`src/rtl/serial_adder_pkg.sv`:
```
// Shared state encoding and sizing helper for the bit-serial adder.
package serial_adder_pkg;

  typedef logic [1:0] state_t;

  localparam state_t ST_IDLE = 2'd0;
  localparam state_t ST_RUN  = 2'd1;
  localparam state_t ST_DONE = 2'd2;

  // A one-bit operand still needs a one-bit counter.
  function automatic int cnt_width(input int width);
    return (width > 1) ? $clog2(width) : 1;
  endfunction

endpackage

```
`src/rtl/full_adder.sv`:
```
// One-bit full adder consumed once per cycle by serial_adder.
module full_adder (
  input  logic A,
  input  logic B,
  input  logic Cin,
  output logic SUM,
  output logic CARRY
);

  assign SUM   = A ^ B ^ Cin;
  assign CARRY = (A & B) | (Cin & (A ^ B));

endmodule

```
`src/rtl/serial_adder.sv`:
```
// Bit-serial adder: one bit pair per clock through a single full_adder, LSB first.
// Define SERIAL_ADDER_SUB_EN to add the SUB port and two's-complement subtraction.
module serial_adder
  import serial_adder_pkg::*;
#(
  parameter int WIDTH = 8
) (
  input  logic             CLK,
  input  logic             RST,
  input  logic             START,
  input  logic [WIDTH-1:0] A,
  input  logic [WIDTH-1:0] B,
  input  logic             Cin,
`ifdef SERIAL_ADDER_SUB_EN
  input  logic             SUB,
`endif
  output logic             BUSY,
  output logic             DONE,
  output logic [WIDTH-1:0] SUM,
  output logic             CARRY
);

  localparam int CNT_W = cnt_width(WIDTH);
  localparam logic [CNT_W-1:0] LAST_BIT = CNT_W'(WIDTH - 1);

  state_t state_q, state_d;
  logic [CNT_W-1:0] cnt_q, cnt_d;
  logic [WIDTH-1:0] a_sh_q, a_sh_d;
  logic [WIDTH-1:0] b_sh_q, b_sh_d;
  logic [WIDTH-1:0] sum_q, sum_d;
  logic             carry_q, carry_d;

  logic             accept;
  logic [WIDTH-1:0] b_load;
  logic             cin_load;
  logic             fa_sum;
  logic             fa_carry;

  assign accept = START && ((state_q == ST_IDLE) || (state_q == ST_DONE));

  // Subtraction is A + ~B + 1, so the carry-in is forced high.
`ifdef SERIAL_ADDER_SUB_EN
  assign b_load   = SUB ? ~B : B;
  assign cin_load = SUB ? 1'b1 : Cin;
`else
  assign b_load   = B;
  assign cin_load = Cin;
`endif

  full_adder u_full_adder (
    .A     (a_sh_q[0]),
    .B     (b_sh_q[0]),
    .Cin   (carry_q),
    .SUM   (fa_sum),
    .CARRY (fa_carry)
  );

  always_ff @(posedge CLK) begin
    if (RST) begin
      state_q <= ST_IDLE;
      cnt_q   <= '0;
      a_sh_q  <= '0;
      b_sh_q  <= '0;
      sum_q   <= '0;
      carry_q <= 1'b0;
    end else begin
      state_q <= state_d;
      cnt_q   <= cnt_d;
      a_sh_q  <= a_sh_d;
      b_sh_q  <= b_sh_d;
      sum_q   <= sum_d;
      carry_q <= carry_d;
    end
  end

  always_comb begin
    state_d = state_q;
    case (state_q)
      ST_IDLE: if (START) state_d = ST_RUN;
      ST_RUN:  if (cnt_q == LAST_BIT) state_d = ST_DONE;
      ST_DONE: state_d = START ? ST_RUN : ST_IDLE;
      default: state_d = ST_IDLE;
    endcase
  end

  // Each sum bit enters at the MSB so the LSB lands at bit 0 after WIDTH shifts.
  always_comb begin
    cnt_d   = cnt_q;
    a_sh_d  = a_sh_q;
    b_sh_d  = b_sh_q;
    sum_d   = sum_q;
    carry_d = carry_q;
    if (accept) begin
      cnt_d   = '0;
      a_sh_d  = A;
      b_sh_d  = b_load;
      sum_d   = '0;
      carry_d = cin_load;
    end else if (state_q == ST_RUN) begin
      cnt_d            = cnt_q + CNT_W'(1);
      a_sh_d           = a_sh_q >> 1;
      b_sh_d           = b_sh_q >> 1;
      sum_d            = sum_q >> 1;
      sum_d[WIDTH-1]   = fa_sum;
      carry_d          = fa_carry;
    end
  end

  always_comb begin
    BUSY  = (state_q == ST_RUN);
    DONE  = (state_q == ST_DONE);
    SUM   = sum_q;
    CARRY = carry_q;
  end

endmodule

```
`config.mk`:
```
export PLATFORM = sky130hd
export DESIGN_NAME = serial_adder
export DESIGN_NICKNAME = d
export VERILOG_FILES = /design/src/rtl/serial_adder_pkg.sv /design/src/rtl/full_adder.sv /design/src/rtl/serial_adder.sv
export SDC_FILE = /design/constraint.sdc
export NUM_CORES = 1
export LEC_CHECK = 0
export CORE_MARGIN = 10
export CORE_UTILIZATION = 47
export DETAILED_ROUTE_END_ITERATION = 7
export PLACE_DENSITY = 0.87
export SETUP_SLACK_MARGIN = 0.2
export SLEW_MARGIN = 20
export SYNTH_ARGS = -nofsm -noshare
export SYNTH_HDL_FRONTEND = slang
export SYNTH_SLANG_ARGS = --single-unit
```
`constraint.sdc`:
```
create_clock -name CLK -period 1.43 [get_ports CLK]
set_clock_uncertainty 0.2 [all_clocks]
set_input_delay 0.143 -clock CLK [delete_from_list [all_inputs] [get_ports CLK]]
set_output_delay 0.143 -clock CLK [all_outputs]
set_load 0.005 [all_outputs]
```
==> flow_summary_export.csv <==
group,metric,value,unit
floorplan,start_util,48.8,%
floorplan,fp.dieH,70.5,um
synth,yosys.area.top_type_share,50.1,%
cts,clk_pin_slew,0.10,ns
min_path,worstHoldStart,"A[6]",
final_layout,drive_above_1_share,51.6,%
global_routing,overflow,0,
timing,clock.fmax,719,MHz
synth,synth_warnings,0,
critical_path,slowest_delay,0.38,ns
cts,cts_max_level,2,
floorplan,fp.dieArea,0.00497,mm^2
floorplan,io-pin-count,31,
synth,synth.avg_cell_area,8.62,um^2
timing,fin_crit,1.39,ns
power_and_ir_drop,ir_worst_vdd,1.09,mV
synth,syn-num-nets,162,
final_layout,n_antenna_cell,0,
min_path,hold_end,"a_sh_q[6]",
critical_path,path_max_fanout,6,
power_and_ir_drop,p_leak,0.856,nW
critical_path,worst_ep_required_time,1.45,ns
cts,cts_made_buffers,5,
power_and_ir_drop,pwr_density_cell,981,mW/mm^2
global_routing,grt_usage,13.6,%
placed_design,place_ws,-0.0534,ns
critical_path,rr_endpoint,"a_sh_q[2]",
placed_design,dpl.hpwl,2.07,mm
routing,drcViolationCount,0,
outcome,status,"finished clean",
synth,synth-seq-area-share,50.1,%
synth,yosysTopAreaCell,"dfxtp_1",
routing,drtIter0Drc,91,
floorplan,die_w,70.5,um
synth,syn_inst,139,
global_routing,grt_max_degree,29,
global_routing,grt_pass1_wl,5.58,mm
timing,hold_ws,0.193,ns
critical_path,path_cells,"and2b_2 -> clkbuf_16 -> nor3_4 -> nor3_1",
routing,first_pass_iters,4,
routing,avgViaCountPerCell,5.92,
critical_path,critPathArrivalTime,1.41,ns
global_routing,antenna_found_initial,0,
cts,cts_tree,"yes",
routing,totalWireLength,4.59,mm
timing,slew_headroom,83.0,%
routing,num_vias,1314,
flow_run,maxCapViolCount,0,
critical_path,rr_worst_depth,4,
synth,syn_area,0.00120,mm^2
timing,slew_viol_final,0,
cts,clk_latency,0.34,ns
final_layout,fin_nets,214,
synth,synth_seq_cells,30,
critical_path,cp_slowest_cell,"dfxtp_4",
placed_design,portBuffers,30,
critical_path,path_class,"reg2reg",
critical_path,start_kind,"register",
placed_design,place_congestion,0.802,
final_layout,syn2layout_area_growth,78.6,%
cts,cts_num_sinks,30,
critical_path,endpoint_kind,"register",
critical_path,rrSetupSlack,0.04,ns
timing,tightest_slew,0.255,ns
timing,hold_violations,0,
min_path,min_path_cells,3,
cts,holdBufCountCts,0,
timing,setup_violations,0,
cts,cts-root-buf,"clkbuf_4",
timing,rsz0062_at_grt,"true",
cts,clockBufferDepth,2,
global_routing,first_global_vias,1221,
timing,finalCritPeriodShare,97.3,%
critical_path,r2r_start,"state_q[0]",
min_path,hold_path_class,"in2reg",
timing,fin_ws,0.0385,ns
routing,routedWlPerCell,20.7,um
floorplan,std_cell_rows,18,
synth,synth.distinct_cells,23,
routing,ant_nets,0,
floorplan,core-area,0.00245,mm^2
synth,ys_top_cells_by_area,"dfxtp_1, nand2_1, nor3_1",
timing repair:
item | 4_1_cts | 5_1_grt
endpoints found under the setup margin | 38 | 40
gates resized for setup | 67 | 55
buffers inserted | 8 | 5
pin swaps | 17 | 24
gates cloned | 1 | 4
synth_stat cells (all sizes together):
cell type and count:
a21oi 13, a22oi 2, a311oi 4, and2b 1, buf 11, dfxtp 30, fa 1, ha 2
inv 1, mux2i 1, nand2 29, nand2b 3, nand3 3, nor2 6, nor2b 1, nor3 19
nor3b 1, o21a 1, o22ai 9, xnor2 1
routing by layer:
layer / global-route usage [%] / vias up / wire (um)
li1: - / 589 / -
met1: 13.6 / 638 / 1720
met2: 24.5 / 68 / 2370
met3: 5.65 / 19 / 309
met4: 5.26 / 0 / 204
met5: 0 / - / 0
area by class of cell:
class / instances / area (um^2)
Clock buffer: 8 / 78.8
Fill cell: 124 / 314
Timing Repair Buffer: 56 / 603
Inverter: 1 / 11.3
Sequential cell: 30 / 619
Tap cell: 30 / 37.5
Multi-Input combinational cell: 97 / 791
power by group:
group          total (W)  internal, W  switching (W)
logic           0.000519     0.000281       0.000238
clock network   0.000642     0.000336       0.000306
registers       0.000939     0.000887      0.0000521
logic make-up (layout without fill, tap and decap cells):
| family | count (synthesis) | count (layout) | synth area share [%] |
|---|---|---|---|
| AOI/OAI and AO/OA | 29 | 29 | 14.9 |
| xor gates and xnor gates | 1 | 1 | 0.731 |
| adders and majority gates | 3 | 3 | 3.76 |
| buffers and inverters | 12 | 65 | 6.16 |
| DFF | 30 | 30 | 50.1 |
| muxes | 1 | 1 | 0.835 |
| and+or+nand+nor | 63 | 63 | 23.5 |
worst max-delay path by stage:
stage               slack (ns)         to  cells past startpoint        from
global route              0.01  b_sh_q[7]                      4  state_q[0]
floorplan                 0.18     SUM[7]                      3       CARRY
detailed placement       -0.05      CARRY                      5       START
global placement         -0.02  a_sh_q[0]                      5       START
CTS                       0.06     SUM[7]                      4       CARRY
finish                    0.04  a_sh_q[2]                      4  state_q[0]
registers in the layout, summed over array words and instances, names as in the netlist:
| register | flops |
|---|---|
| SUM | 8 |
| a_sh_q | 8 |
| b_sh_q | 8 |
| cnt_q | 3 |
| state_q | 2 |
| CARRY | 1 |
per-stage QoR:
stage | total power [W] | TNS (ns) | instances | utilization, % | cell area [um^2]
floorplan | 0.00110 | 0 | 139 | - | 1200
finish | 0.00210 | 0 | 222 | 87.2 | 2140
detailed placement | 0.00122 | -0.267 | 196 | 63.3 | 1550
CTS | 0.00191 | 0 | 213 | 75.4 | 1850
global placement | 0.00121 | -0.0647 | 196 | 63.3 | 1550
global route | 0.00217 | 0 | 222 | 87.2 | 2140
cell usage in the layout (no fill, tap or decap), types with 3 or more instances in the layout:
master           synthesis  routed
clkbuf_8                 0       3
a21oi_2                  0       9
nand2_1                 29      21
nor3_2                   0       5
dfxtp_1                 30      17
nor3_4                   0       9
nand2_4                  0       5
o22ai_1                  9       9
nand3_1                  3       3
dfxtp_2                  0      12
nor2_1                   6       6
buf_2                    5       3
buf_12                   0       4
buf_4                    4      11
buf_6                    1       7
clkdlybuf4s50_1          0      19
nor3_1                  19       5
clkbuf_2                 0       6
clkbuf_16                0       3
a21oi_1                 13       4
nand2_2                  0       3
clkbuf_4                 0       5
worst max-delay path: cells and delay by family, from the launching register on:
| family | cells | cell delay (ns) |
|---|---|---|
| AND/OR/NAND/NOR | 3 | 0.51 |
| flip-flops | 1 | 0.38 |
| buffers and inverters | 1 | 0.19 |
Power figures use the tool's default switching activity.
